**config.mk**
```make
export PLATFORM = sky130hd
export DESIGN_NAME = video_timing_probe_flat
export DESIGN_NICKNAME = d
export VERILOG_FILES = /design/src/rtl/video_timing_probe_if.sv /design/src/rtl/video_timing_probe.sv /design/src/flat_wrapper.sv
export SDC_FILE = /design/constraint.sdc
export NUM_CORES = 1
export LEC_CHECK = 0
export BUFFER_PORTS_ARGS = -buffer_cell sky130_fd_sc_hd__buf_2
export CAP_MARGIN = 20
export CORE_MARGIN = 8
export CORE_UTILIZATION = 50
export CTS_CLUSTER_DIAMETER = 30
export DETAILED_ROUTE_END_ITERATION = 10
export GPL_ROUTABILITY_DRIVEN = 0
export PLACE_DENSITY_LB_ADDON = 0.2
export SYNTH_ARGS = -nofsm -noshare
export SYNTH_HDL_FRONTEND = slang
export SYNTH_SLANG_ARGS = --single-unit
```
**constraint.sdc**
```tcl
create_clock -name MCLK -period 3.6 [get_ports MCLK]
set_input_delay 0 -clock MCLK [delete_from_list [all_inputs] [get_ports MCLK]]
set_output_delay 0 -clock MCLK [all_outputs]
set_load 0.005 [all_outputs]
```
**src/rtl/video_timing_probe_if.sv**
```systemverilog
// rtl/video_timing_probe_if.sv - raster strobes in, measured geometry and coordinates out
interface video_timing_probe_if #(
  parameter int CW = 10
);
  logic          CE;
  logic          HBLK;
  logic          VBLK;
  logic          HSYN;
  logic          VSYN;
  logic [8:0]    XPOS;
  logic [8:0]    YPOS;
  logic          ACTIVE;
  logic          SOF;
  logic [CW-1:0] HTOT;
  logic [8:0]    HACT;
  logic [7:0]    HSW;
  logic [CW-1:0] VTOT;
  logic [8:0]    VACT;
  logic [3:0]    VSW;
  logic          LOCKED;
  logic          OVF;

  modport master (
    output CE, HBLK, VBLK, HSYN, VSYN,
    input  XPOS, YPOS, ACTIVE, SOF, HTOT, HACT, HSW, VTOT, VACT, VSW, LOCKED, OVF
  );

  modport slave (
    input  CE, HBLK, VBLK, HSYN, VSYN,
    output XPOS, YPOS, ACTIVE, SOF, HTOT, HACT, HSW, VTOT, VACT, VSW, LOCKED, OVF
  );
endinterface

```
**src/rtl/video_timing_probe.sv**
```systemverilog
// rtl/video_timing_probe.sv - measures raster geometry, tracks active coordinates, qualifies a stable mode
module video_timing_probe #(
  parameter int CW       = 10,
  parameter bit SYNC_POL = 1'b0
) (
  input  logic                 MCLK,
  input  logic                 RESET,
  video_timing_probe_if.slave  vid
);

  localparam logic [CW-1:0] TMAX = {CW{1'b1}};

  typedef enum logic [1:0] {
    S_UNLOCKED  = 2'd0,
    S_CANDIDATE = 2'd1,
    S_LOCKED    = 2'd2
  } lock_state_t;

  lock_state_t state_q, state_d;

  logic          hblk_q, vblk_ls_q, vs_line_q;
  logic [CW-1:0] hcnt_q, lcnt_q, ref_htot_q;
  logic [8:0]    acnt_q, vacnt_q;
  logic [7:0]    scnt_q;
  logic [3:0]    vscnt_q;
  logic          ref_valid_q, first_pend_q, incons_q;
  logic [CW-1:0] prev_htot_q, prev_vtot_q;
  logic [8:0]    prev_hact_q, prev_vact_q;
  logic          prev_valid_q;

  logic [8:0]    xpos_q, ypos_q;
  logic          active_q, sof_q, locked_q, ovf_q;
  logic [CW-1:0] htot_q, vtot_q;
  logic [8:0]    hact_q, vact_q;
  logic [7:0]    hsw_q;
  logic [3:0]    vsw_q;

  logic       hs_n, vs_n, line_start, frame_start;
  logic       hcnt_max, acnt_max, scnt_max, lcnt_max, vacnt_max, vscnt_max;
  logic       sat_evt, frame_good, geom_match;
  logic [3:0] vsw_new;

  always_comb begin
    hs_n        = SYNC_POL ? vid.HSYN : ~vid.HSYN;
    vs_n        = SYNC_POL ? vid.VSYN : ~vid.VSYN;
    line_start  = hblk_q & ~vid.HBLK;
    frame_start = line_start & ~vid.VBLK & vblk_ls_q;

    hcnt_max  = (hcnt_q == TMAX);
    acnt_max  = (acnt_q == 9'd511);
    scnt_max  = (scnt_q == 8'd255);
    lcnt_max  = (lcnt_q == TMAX);
    vacnt_max = (vacnt_q == 9'd511);
    vscnt_max = (vscnt_q == 4'd15);

    // A saturation event is an increment attempted on a counter already at its ceiling.
    sat_evt = (~line_start & (hcnt_max | (~vid.HBLK & acnt_max) | (hs_n & scnt_max)))
            | (line_start & ~frame_start & (lcnt_max | (~vid.VBLK & vacnt_max)))
            | (line_start & vs_line_q & vscnt_max);

    vsw_new = (vs_line_q && !vscnt_max) ? vscnt_q + 4'd1 : vscnt_q;

    // The line ending at frame start is the last of the old frame and must match its first line too.
    frame_good = ref_valid_q & ~first_pend_q & ~incons_q & (hcnt_q == ref_htot_q) & ~sat_evt;
    geom_match = prev_valid_q
               & (hcnt_q == prev_htot_q) & (acnt_q == prev_hact_q)
               & (lcnt_q == prev_vtot_q) & (vacnt_q == prev_vact_q);
  end

  always_comb begin
    state_d = state_q;
    if (vid.CE) begin
      if (sat_evt && state_q != S_UNLOCKED) begin
        state_d = S_CANDIDATE;
      end else if (frame_start) begin
        case (state_q)
          S_UNLOCKED:  state_d = S_CANDIDATE;
          S_CANDIDATE: if (frame_good && geom_match) state_d = S_LOCKED;
          default:     if (!(frame_good && geom_match)) state_d = S_CANDIDATE;
        endcase
      end
    end
  end

  always_ff @(posedge MCLK) begin
    if (RESET) state_q <= S_UNLOCKED;
    else       state_q <= state_d;
  end

  always_ff @(posedge MCLK) begin
    if (RESET) begin
      hblk_q       <= 1'b0;
      vblk_ls_q    <= 1'b0;
      vs_line_q    <= 1'b0;
      hcnt_q       <= '0;
      lcnt_q       <= '0;
      ref_htot_q   <= '0;
      acnt_q       <= '0;
      vacnt_q      <= '0;
      scnt_q       <= '0;
      vscnt_q      <= '0;
      ref_valid_q  <= 1'b0;
      first_pend_q <= 1'b0;
      incons_q     <= 1'b0;
      prev_htot_q  <= '0;
      prev_vtot_q  <= '0;
      prev_hact_q  <= '0;
      prev_vact_q  <= '0;
      prev_valid_q <= 1'b0;
      xpos_q       <= '0;
      ypos_q       <= '0;
      active_q     <= 1'b0;
      sof_q        <= 1'b0;
      locked_q     <= 1'b0;
      ovf_q        <= 1'b0;
      htot_q       <= '0;
      vtot_q       <= '0;
      hact_q       <= '0;
      vact_q       <= '0;
      hsw_q        <= '0;
      vsw_q        <= '0;
    end else begin
      sof_q    <= 1'b0;
      locked_q <= (state_d == S_LOCKED);
      if (vid.CE) begin
        hblk_q   <= vid.HBLK;
        active_q <= ~vid.HBLK & ~vid.VBLK;
        sof_q    <= frame_start;
        if (sat_evt) ovf_q <= 1'b1;

        if (line_start) begin
          hcnt_q    <= CW'(1);
          acnt_q    <= 9'd1;
          scnt_q    <= {7'd0, hs_n};
          vs_line_q <= vs_n;
          vblk_ls_q <= vid.VBLK;
          if (frame_start) begin
            htot_q       <= hcnt_q;
            hact_q       <= acnt_q;
            hsw_q        <= scnt_q;
            vtot_q       <= lcnt_q;
            vact_q       <= vacnt_q;
            vsw_q        <= vsw_new;
            lcnt_q       <= CW'(1);
            vacnt_q      <= 9'd1;
            vscnt_q      <= 4'd0;
            prev_htot_q  <= hcnt_q;
            prev_hact_q  <= acnt_q;
            prev_vtot_q  <= lcnt_q;
            prev_vact_q  <= vacnt_q;
            prev_valid_q <= frame_good;
            first_pend_q <= 1'b1;
            incons_q     <= 1'b0;
          end else begin
            lcnt_q  <= lcnt_max ? lcnt_q : lcnt_q + CW'(1);
            vacnt_q <= (vid.VBLK || vacnt_max) ? vacnt_q : vacnt_q + 9'd1;
            vscnt_q <= vsw_new;
            // The first line of each frame becomes the reference total for the rest of it.
            if (first_pend_q) begin
              ref_htot_q   <= hcnt_q;
              ref_valid_q  <= 1'b1;
              first_pend_q <= 1'b0;
            end else if (ref_valid_q && hcnt_q != ref_htot_q) begin
              incons_q <= 1'b1;
            end
          end
        end else begin
          hcnt_q    <= hcnt_max ? hcnt_q : hcnt_q + CW'(1);
          acnt_q    <= (vid.HBLK || acnt_max) ? acnt_q : acnt_q + 9'd1;
          scnt_q    <= (!hs_n || scnt_max) ? scnt_q : scnt_q + 8'd1;
          vs_line_q <= vs_line_q | vs_n;
        end

        if (!vid.HBLK) begin
          if (line_start)              xpos_q <= 9'd0;
          else if (xpos_q != 9'd511)   xpos_q <= xpos_q + 9'd1;
        end
        if (line_start && !vid.VBLK) begin
          if (frame_start)             ypos_q <= 9'd0;
          else if (ypos_q != 9'd511)   ypos_q <= ypos_q + 9'd1;
        end

        if (sat_evt) prev_valid_q <= 1'b0;
      end
    end
  end

  assign vid.XPOS   = xpos_q;
  assign vid.YPOS   = ypos_q;
  assign vid.ACTIVE = active_q;
  assign vid.SOF    = sof_q;
  assign vid.HTOT   = htot_q;
  assign vid.HACT   = hact_q;
  assign vid.HSW    = hsw_q;
  assign vid.VTOT   = vtot_q;
  assign vid.VACT   = vact_q;
  assign vid.VSW    = vsw_q;
  assign vid.LOCKED = locked_q;
  assign vid.OVF    = ovf_q;

endmodule

```
**src/flat_wrapper.sv**
```systemverilog
// flat-port wrapper written by rule: the top's interface ports become plain ports
module video_timing_probe_flat 
#(
  parameter int CW       = 10,
  parameter bit SYNC_POL = 1'b0
)
  (MCLK, RESET, vid_CE, vid_HBLK, vid_VBLK, vid_HSYN, vid_VSYN, vid_XPOS, vid_YPOS, vid_ACTIVE, vid_SOF, vid_HTOT, vid_HACT, vid_HSW, vid_VTOT, vid_VACT, vid_VSW, vid_LOCKED, vid_OVF);
  video_timing_probe_if #(.CW(CW)) vid_i ();
  input  logic MCLK;
  input  logic RESET;
  input wire logic [$bits(vid_i.CE)-1:0] vid_CE;
  input wire logic [$bits(vid_i.HBLK)-1:0] vid_HBLK;
  input wire logic [$bits(vid_i.VBLK)-1:0] vid_VBLK;
  input wire logic [$bits(vid_i.HSYN)-1:0] vid_HSYN;
  input wire logic [$bits(vid_i.VSYN)-1:0] vid_VSYN;
  output wire logic [$bits(vid_i.XPOS)-1:0] vid_XPOS;
  output wire logic [$bits(vid_i.YPOS)-1:0] vid_YPOS;
  output wire logic [$bits(vid_i.ACTIVE)-1:0] vid_ACTIVE;
  output wire logic [$bits(vid_i.SOF)-1:0] vid_SOF;
  output wire logic [$bits(vid_i.HTOT)-1:0] vid_HTOT;
  output wire logic [$bits(vid_i.HACT)-1:0] vid_HACT;
  output wire logic [$bits(vid_i.HSW)-1:0] vid_HSW;
  output wire logic [$bits(vid_i.VTOT)-1:0] vid_VTOT;
  output wire logic [$bits(vid_i.VACT)-1:0] vid_VACT;
  output wire logic [$bits(vid_i.VSW)-1:0] vid_VSW;
  output wire logic [$bits(vid_i.LOCKED)-1:0] vid_LOCKED;
  output wire logic [$bits(vid_i.OVF)-1:0] vid_OVF;
  assign vid_i.CE = vid_CE;
  assign vid_i.HBLK = vid_HBLK;
  assign vid_i.VBLK = vid_VBLK;
  assign vid_i.HSYN = vid_HSYN;
  assign vid_i.VSYN = vid_VSYN;
  assign vid_XPOS = vid_i.XPOS;
  assign vid_YPOS = vid_i.YPOS;
  assign vid_ACTIVE = vid_i.ACTIVE;
  assign vid_SOF = vid_i.SOF;
  assign vid_HTOT = vid_i.HTOT;
  assign vid_HACT = vid_i.HACT;
  assign vid_HSW = vid_i.HSW;
  assign vid_VTOT = vid_i.VTOT;
  assign vid_VACT = vid_i.VACT;
  assign vid_VSW = vid_i.VSW;
  assign vid_LOCKED = vid_i.LOCKED;
  assign vid_OVF = vid_i.OVF;
  video_timing_probe #(.CW(CW), .SYNC_POL(SYNC_POL)) u_core (.MCLK(MCLK), .RESET(RESET), .vid(vid_i));
endmodule
```
======== Word-level counts from Yosys, hierarchy flattened ========
Index checks and enable logic that the tools add are counted.
storage, ports and cells
  flip-flop bits (word level) ............. 141
  input port bits ......................... 7
  output and inout bits ................... 72
  logic and storage cells ................. 154
cells by class
  add/subtract/negate cells ............... 8
  eq/ne operators ......................... 22
  mux-type cells .......................... 30
  bitwise logic cells ..................... 36
  reduce and logical (&&, ||, !) cells .... 31
operator list
  cell                                                             number
  9-bit 2-to-1 mux                                                 8
  10-bit 2-to-1 mux                                                4
  9-bit by 1-bit adder with 9-bit output, second input constant    4
  10-bit equality test                                             3
  10-bit by 1-bit adder with 10-bit output, second input constant  2
  1-bit AND                                                        20
  10-bit equality test, second input constant                      2
  9-bit equality test                                              2
  9-bit equality test, second input constant                       2
  9-bit != test, second input constant                             2
  3-bit AND reduction                                              6
  8-bit 2-to-1 mux                                                 2
  2-bit nonzero test                                               6
  2-bit 2-to-1 mux                                                 5
  10-bit != test                                                   1
  2-bit by 1-bit != test with 1-bit output, second input constant  5
  1-bit inverter                                                   10
  2-bit AND reduction                                              5
  8-bit by 1-bit adder with 8-bit output, second input constant    1
  8-bit equality test, second input constant                       1
  1-bit 2-to-1 mux                                                 8
  4-bit 2-to-1 mux                                                 2
  4-bit AND reduction                                              2
  1-bit bitwise OR                                                 6
  11 further kinds                                                 18

======== Longest topological paths before layout ========
  depth after elaboration ................. 18
  gate-level depth with buffers ........... 9
  depth with buffers taken out ............ 9

======== Worst setup path before layout ========
OpenSTA, ideal clock, no wires.
  path type ............................... reg-to-reg
  start point ............................. register u_core.vacnt_q[0]
  end point ............................... register u_core.vacnt_q[5]
  setup time .............................. 71 ps
  data arrival time ....................... 1798 ps
  data required time ...................... 3529 ps
  slack ................................... 1731 ps
  stages on the path, launching flop included .. 10
  buffers on the path ..................... 0
  clock period less this slack ............ 1869 ps
  cells stage by stage .................... dfxtp_1 > ha_1 > nand3_1 > nor2_1 > ha_1 > nor2b_1 > nor3_4 > nand4_2 > or3_1 > a21oi_1
between the ends
  longest elaborated chain between the ends .. 4
  elaborated cells between the ends (all ways) .. 7
  those cells by class .................... add/sub: 1; eq/ne: 2; mux: 2; reduce/logical: 2
ends and longest elaborated chain
  what                                                                                            RTL line                   text
  start: declaration                                                                              video_timing_probe.sv:23   logic [8:0] acnt_q, vacnt_q;
  start signal: assignment                                                                        video_timing_probe.sv:156  vacnt_q <= (vid.VBLK || vacnt_max) ? vacnt_q : vacnt_q + 9'd1;
  parallel branches: the longest is 4 deep, another holds 9-bit by 1-bit adder with 9-bit output  n/a
Several ways; the timed one is not identified. The select of a mux whose other input is x is not followed.
A chain may end at the register's enable or synchronous reset.

======== Worst setup path after layout ========
  start point ............................. register u_core.hblk_q
  end point ............................... register u_core.vsw_q[1] (netlist: u_core.vid.VSW[1])
between the ends
  longest elaborated chain between the ends .. 4
ends and longest elaborated chain
  what                             RTL line                   text
  start: declaration               video_timing_probe.sv:21   logic hblk_q, vblk_ls_q, vs_line_q;
  start signal: assignment         video_timing_probe.sv:126  hblk_q <= vid.HBLK;
  1-bit AND *                      video_timing_probe.sv:46   line_start = hblk_q & ~vid.HBLK;
  1-bit AND (2 in series)          video_timing_probe.sv:47   frame_start = line_start & ~vid.VBLK & vblk_ls_q;
  3-bit AND reduction (no line) *  n/a
  end signal: assignment           video_timing_probe.sv:143  vsw_q <= vsw_new;
  end: declaration                 video_timing_probe.sv:36   logic [3:0] vsw_q;
Mark *: on every way between the ends. The rest lies on a longest branch, timed or not.

==> metrics.txt <==
status=complete, no violations; final total power=3470 µW; die area=17200 µm²; vias in the first global route=approximately 5500; Post-CTS Setup Bufs=0; Hold Path Class=reg2reg; synth warn=0; min-delay src=u_core.vid.HSW[3]; first-pass GRT wire length=26900 µm; total grt overflow=0; Worst Setup SP=u_core.hblk_q; pwr dens=450 nW/µm²; Seq/Total Area, Yosys=roughly 43%; final-report max-slew violation count=0; Detailed Route Iter0 Violations=457; layout cells sized above 1=roughly 16%; final setup vio count=0; worst-path cell chain=nand4bb_1, nor2_4, buf_4, nor2_1, a311oi_1; later-pin clock latency in the skew report=between 400 and 500 ps; H-tree levels=4; Final #Nets=approximately 860; routed len/inst=~16 µm; antenna diode count=0; drt total wl=16400 µm; Max VDD drop=about 0.26 mV; Syn Std Cell Area=between 6000 and 7000 µm²; crit-path max cell delay=slightly below 800 ps; Initial Utilization=between 50 and 60%; clk slew on worst S/H paths=60 ps; r2r startpoint=u_core.hblk_q; relative slew slack=between 30% and 40%; worst reg-to-reg path cell count=5; Post-Syn Instances=between 700 and 800; Critical Path RT=approximately 3900 ps; hold depth=2; TritonCTS Buffers=17; core box area=between 10000 and 15000 µm²; # rows=42; Via density=between 5 and 6; clock skew=approximately 6.4 ps; FILL cells=1153; r2r setup slk=980 ps; Top FF cell, synth=dfxtp_1; Mean Syn Cell Area=between 8 and 9 µm²; Crit-path slowest cell=nor2_4; Worst Max-Slew Pin Slew=978 ps; DIE WIDTH=~130 µm; Arr. time, crit path=2950 ps; Synth cell types=63; R2R Path End=u_core.vid.VSW[1]; Die H=around 130 µm; Final Hold Viols=0; Ports=79; CTS resizes=0; clock sinks=141; final worst-path cycle share=just over 70%; Area growth, synth to finish=16.7%; drt drc=0; FFs w/ async S/R, synth=0%; CTS tree=yes; Routed Antenna Nets=0; Peak Freq=between 0.3 and 0.4 GHz; PortBufs=78; total track usage=about 20%; post-route minimum period=around 2600 ps; Final HPWL DP=around 12000 µm; Min-Delay Endpoint=u_core.vid.HSW[3]; Max Cap Viol=0; Worst Setup Start Kind=flop; largest net degree at the start of global routing=97; Post-synth EDFFs=0; setup TNS=0 ps; WS Path Type=reg2reg; via count=around 5700; syn_nets=800; RSZ-0062 raised after global routing=false; CTS root buf=clkbuf_16; total of flip-flops plus latches after synthesis=roughly 140; Post-CTS Hold Fix Bufs=6; crit path max fanout=29; Longest Clk Path Bufs=2; initial antenna violation count=0; crit end category=flop; leakage=0.00298 µW; drt pass-1 iters=5
## final cells by class
class	count	area, µm²	area share, %
clock inverter	15	173	2.24
sequential	141	2820	36.6
multi-input combinational	578	3510	45.5
inverter	12	45.0	0.584
clock buffer	17	425	5.52
tap	176	220	2.86
timing repair buffer	92	518	6.72
## registers in the layout, summed over array words and instances (netlist names), 2 cells and up
signal and cells:
u_core.prev_vtot_q 10, u_core.ref_htot_q 10, u_core.prev_htot_q 10, u_core.vid.YPOS 9, u_core.prev_vact_q 9, u_core.hcnt_q 10
u_core.vid.HSW 8, u_core.vid.VSW 4, u_core.vscnt_q 4, u_core.prev_hact_q 9, u_core.scnt_q 8, u_core.state_q 2
u_core.lcnt_q 10, u_core.vid.XPOS 9, u_core.acnt_q 9, u_core.vacnt_q 9
## power by group
part	leakage [µW]	switching [µW]	internal, µW
Clock	0.000277	680	1080
Combinational	0.00157	79.0	40.8
Sequential	0.00114	19.1	1570
Total	0.00298	778	2690
## routing by layer
layer | global-route usage (%) | vias up | routed length (µm)
met3 | 5.24 | 23 | 860
met2 | 33.1 | 128 | 7890
met1 | 24.4 | 2711 | 7320
li1 | - | 2798 | -
met5 | 0 | - | 0
met4 | 8.24 | 0 | 328
## cells in the mapped netlist (all sizes together) (15+ instances only)
cell type  instances  area (µm²)
xor2              34         305
buf               17         103
nor2              86         325
clkbuf            33         138
dfxtp            141        2820
nand2            124         465
xnor2             53         464
nand4             32         213
nand3             22         110
a21oi             77         389
nor3              17         108
o21ai             15        82.6
## worst max-delay path, delay by kind of cell, from the launching register on
family          cells  cell delay [ps]
compound gates      1              220
flops               1              570
simple gates        3             1420
buf+inv             1              310
## through the flow
step	worst slack, ps	hold WS (ps)	utilization [%]	cell area, µm²	cells
after global routing	775	469	58.9	7710	1031
after global placement	1130	333	53.8	7040	992
after floorplan	1730	147	-	6610	781
after detailed placement	982	347	53.8	7040	992
after CTS	966	431	58.8	7700	1030
final	980	451	58.9	7710	1031
## cells in the final DEF, fill, tap and decap left out, drive strengths merged, types with 9 or more instances in the layout
| cell type | synthesis | layout |
|---|---|---|
| dfxtp | 141 | 141 |
| nand2 | 124 | 124 |
| nor2 | 86 | 86 |
| buf | 17 | 86 |
| a21oi | 77 | 77 |
| xnor2 | 53 | 53 |
| xor2 | 34 | 34 |
| nand4 | 32 | 32 |
| nand3 | 22 | 22 |
| clkbuf | 33 | 17 |
| nor3 | 17 | 17 |
| o21ai | 15 | 15 |
| inv | 12 | 13 |
| mux2i | 12 | 12 |
| ha | 12 | 12 |
| and3 | 11 | 11 |
| nand2b | 11 | 11 |
| or3 | 9 | 9 |
## worst max path at each step
stage / endpoint / slack (ps)
after global placement: u_core.vid.VSW[1] / 1130
after CTS: u_core.vid.VSW[1] / 970
after floorplan: u_core.vacnt_q[5] / 1730
final: u_core.vid.VSW[1] / 980
after global routing: u_core.vid.VSW[0] / 780
after detailed placement: u_core.vid.VSW[1] / 980
## kinds of logic (layout without fill, tap and decap cells)
group	after synthesis	after routing	share of synthesized area (%)
and+or+nand+nor	338	338	24.7
DFF	141	141	42.7
AOI/OAI and AO/OA	127	127	12.2
xor gates and xnor gates	87	87	11.6
buffers and inverters	62	136	4.31
muxes	14	14	2.16
adders and majority gates	12	12	2.27
No activity file was read; power rests on OpenSTA's default activity.
